<file path="src/rtl/prbs_pkg.sv">
// Shared types and the Galois LFSR word-advance function for the PRBS generator/checker.
// Widths are bounded by MAX_W / MAX_NB so one function serves every parametrisation.
package prbs_pkg;

    localparam int MAX_W  = 64;
    localparam int MAX_NB = 64;

    typedef enum logic [1:0] {
        IDLE   = 2'd0,
        HUNT   = 2'd1,
        LOCKED = 2'd2
    } chk_state_t;

    typedef struct packed {
        logic [MAX_W-1:0]  state;
        logic [MAX_NB-1:0] word;
    } galois_adv_t;

    // Chains nb single steps; bit i of the word is s[0] before step i.
    function automatic galois_adv_t galois_advance(input logic [MAX_W-1:0] state,
                                                   input logic [MAX_W:0]   poly,
                                                   input int               nb);
        galois_adv_t      res;
        logic [MAX_W-1:0] s;
        logic [MAX_W-1:0] taps;
        s        = state;
        taps     = MAX_W'(poly >> 1);
        res.word = '0;
        for (int i = 0; i < MAX_NB; i++) begin
            if (i < nb) begin
                res.word[i] = s[0];
                s = s[0] ? ((s >> 1) ^ taps) : (s >> 1);
            end
        end
        res.state = s;
        return res;
    endfunction

endpackage

</file>
<file path="src/rtl/prbs_lfsr_core.sv">
// Galois LFSR state register with load/advance/hold; word is what the next advance emits.
module prbs_lfsr_core
    import prbs_pkg::*;
#(
    parameter int             W    = 8,
    parameter logic [W:0]     POLY = 9'h11D,
    parameter int             NB   = 8,
    parameter logic [W-1:0]   SEED = W'(1)
) (
    input  logic          clk,
    input  logic          arst_n,
    input  logic          load,
    input  logic [W-1:0]  load_val,
    input  logic          adv,
    output logic [NB-1:0] word
);

    logic [W-1:0] state_reg;
    logic [W-1:0] state_next;
    galois_adv_t  adv_res;
    logic         unused_adv;

    always_comb begin
        adv_res = galois_advance(MAX_W'(state_reg), (MAX_W+1)'(POLY), NB);
    end

    assign state_next = adv_res.state[W-1:0];
    assign word       = adv_res.word[NB-1:0];
    assign unused_adv = ^adv_res;

    always_ff @(posedge clk or negedge arst_n) begin
        if (!arst_n) begin
            state_reg <= SEED;
        end else if (load) begin
            state_reg <= load_val;
        end else if (adv) begin
            state_reg <= state_next;
        end
    end

endmodule

</file>
<file path="config.mk">
export PLATFORM = sky130hd
export DESIGN_NAME = prbs_lfsr_core
export DESIGN_NICKNAME = d
export VERILOG_FILES = /design/src/rtl/prbs_pkg.sv /design/src/rtl/prbs_lfsr_core.sv
export SDC_FILE = /design/constraint.sdc
export NUM_CORES = 1
export LEC_CHECK = 0
export ABC_AREA = 1
export BUFFER_PORTS_ARGS = -buffer_cell sky130_fd_sc_hd__buf_2
export CORE_UTILIZATION = 50
export CTS_CLUSTER_SIZE = 8
export DETAILED_ROUTE_END_ITERATION = 16
export PLACE_DENSITY = 0.75
export SYNTH_ARGS = -nofsm -noshare
export SYNTH_HDL_FRONTEND = slang
export SYNTH_SLANG_ARGS = --single-unit
export TNS_END_PERCENT = 20
</file>
<file path="constraint.sdc">
create_clock -name clk -period 2.4 [get_ports clk]
set_clock_uncertainty 0.05 [all_clocks]
set_input_delay 0.12 -clock clk [delete_from_list [all_inputs] [get_ports clk]]
set_output_delay 0.12 -clock clk [all_outputs]
set_load 0.005 [all_outputs]
</file>
==> results by group <==
Run status
  • Outcome: finished with violations
  • Failing checks: DRC

STA
  • Unrepaired setup endpoints after global routing: false
  • Fmax: 473 MHz
  • Final Slew Violations: 0
  • Normalized max-slew margin: 73.2%
  • Period minus WS final: 2110 ps
  • # setup viols final: 0
  • Worst-Margin Slew: 400 ps
  • Setup TNS: 0 ps
  • Final Cycle Share: 88.0%
  • Fin. Hold Viols: 0

GRT
  • Antenna violations before repair: 0
  • First-pass GRT wire length: 3.32 mm
  • Largest net degree at the start of global routing: 11
  • GRT overflow: 0
  • Vias in the first global route: 744
  • GRT Total Usage: 25.1%

Placed design
  • RD Place Congestion: 0.851
  • Port bufs: 19
  • Detailed Place HPWL: 1.49 mm

Clock tree
  • Root Buffer: clkbuf_4
  • Clk Latency, worst-skew pair: 270 ps
  • Postcts setup bufs: 0
  • CTS buffer count: 3
  • H-tree depth: 1
  • Clock tree buffer depth: 2
  • Num Clock Sinks: 8
  • Worst-path clk slew: 70 ps
  • CTS tree: built

Route
  • Routed WL per cell: 13.3 um
  • DRT Wirelength: 1.95 mm
  • DRT antenna net count: 0
  • Vias: 782
  • DRT Pass-1 Iters: 10
  • Via/cell ratio: 5.36
  • Post-route DRC: 1
  • Iteration-0 DRC Markers: 17

Floorplanning
  • Row cnt: 14
  • Die area: 1900 um2
  • Die H: 43.6 um
  • CORE AREA: 1560 um2
  • I/O pin cnt: 20
  • Die W: 43.6 um
  • Initial core utilization: 55.6%

Synth
  • Post-Syn Area per Cell: 7.74 um2
  • Cell Area, Synth: 867 um2
  • Synth Register Bits: 8
  • Syn. warnings: 0
  • Seq/Total Area, Yosys: 23.2%
  • Post-Syn Instances: 112
  • Syn_nets: 124
  • Yosys cell types: 23

Hold path
  • Hold Path Class: in2reg

Critical path
  • Req. time, crit path: 2230 ps
  • Worst EP arrival: 1940 ps
  • CP Max Fanout: 10
  • Worst Setup Start Kind: flip-flop
  • Crit. End Element: output pin
  • CP Class: reg2out

Run
  • Max_cap viols: 0

Cells and area
  • Nets@finish: 143
  • Antenna cells: 0
  • Number of flip-flops in the largest register: 8
  • Final Util: 62.6%
  • Area grow syn2layout: 12.6%
  • Fraction of layout cells with a size suffix above 1: 35.4%
[cells by family (layout without fill, tap and decap cells)]
family	after synthesis	after routing	synth area share (%)
compound gates	8	8	7.36
flops	8	8	23.2
simple gates	69	69	40.3
buf+inv	19	37	10.8
xor+xnor	8	8	18.3
[layout by cell type (no fill, tap or decap), types with 2 or more instances in the layout]
cell type,n
a22oi_1,4
buf_2,19
clkbuf_4,3
dfrtp_1,7
inv_1,10
inv_2,2
nand2_1,38
nand2_2,9
nand2_4,2
nand3_1,12
nand3_2,6
nor2_1,2
o221ai_1,3
xnor3_1,4
[synth_stat cells (all sizes together)]
master / n / area [um2]
nand2: 49 / 221
a22oi: 4 / 30.0
clkbuf: 1 / 3.75
xnor3: 4 / 90.1
dfrtp: 7 / 175
nor2: 2 / 7.51
inv: 13 / 51.3
xnor2: 2 / 25.0
buf: 5 / 38.8
nand3: 18 / 120
o211ai: 1 / 7.51
o221ai: 3 / 26.3
xor2: 2 / 43.8
dfstp: 1 / 26.3
[timing repair]
item                                   in CTS  in global routing
resized for setup                           0                  0
endpoints found under the hold margin       8                  0
hold buffers                                1                  0
[worst paths after layout]
kind	startpoint	endpoint	slack, ps	cells after the start
worst max-delay path	state_reg[0]$_DFFE_PN1P_	word[7]	290	10
worst min-delay path	load_val[6]	state_reg[6]$_DFFE_PN0P_	7	3
worst max register to register	state_reg[0]$_DFFE_PN1P_	state_reg[2]$_DFFE_PN0P_	530	13
worst min register to register	state_reg[7]$_DFFE_PN0P_	state_reg[7]$_DFFE_PN0P_	610	2
max in group asynchronous	arst_n	state_reg[0]$_DFFE_PN1P_	1870	2
min in group asynchronous	arst_n	state_reg[7]$_DFFE_PN0P_	180	2
[cell type report]
cell class              count  area, um2
clock buffers               4       26.3
fillers                   138        583
inverters                  13       51.3
multi-input cells          85        572
flip-flops and latches      8        201
well taps                  16       20.0
repair buffers             20        105
[routing by layer]
| layer | GRT usage [%] | share of wire, % |
|---|---|---|
| met1 | 29.7 | 43 |
| met2 | 40.9 | 50 |
| met3 | 7.08 | 3.3 |
| met4 | 13.8 | 3.4 |
| met5 | 0 | 0 |
[worst max-delay path, stage by stage, from the launching register on]
cell,delay (ps)
dfstp_2,720
nand2_1,160
nand2_2,100
nand2_2,60
nand2_1,80
nand2_1,50
nand2_1,120
nand2_1,80
nand3_2,100
nand2_2,80
buf_2,130
[through the flow]
step	instances	setup slack, ps	area (um2)	hold slack [ps]
floorplan	112	736	867	-226
global route	146	110	976	1.95
global placement	141	598	940	-76.6
detailed placement	141	557	940	-72.8
finish	146	288	976	6.86
CTS	146	307	976	3.79
Power is left out: the tool's default activity adds up to more than one toggle a clock period on the data nets, which glitch-free logic cannot reach.
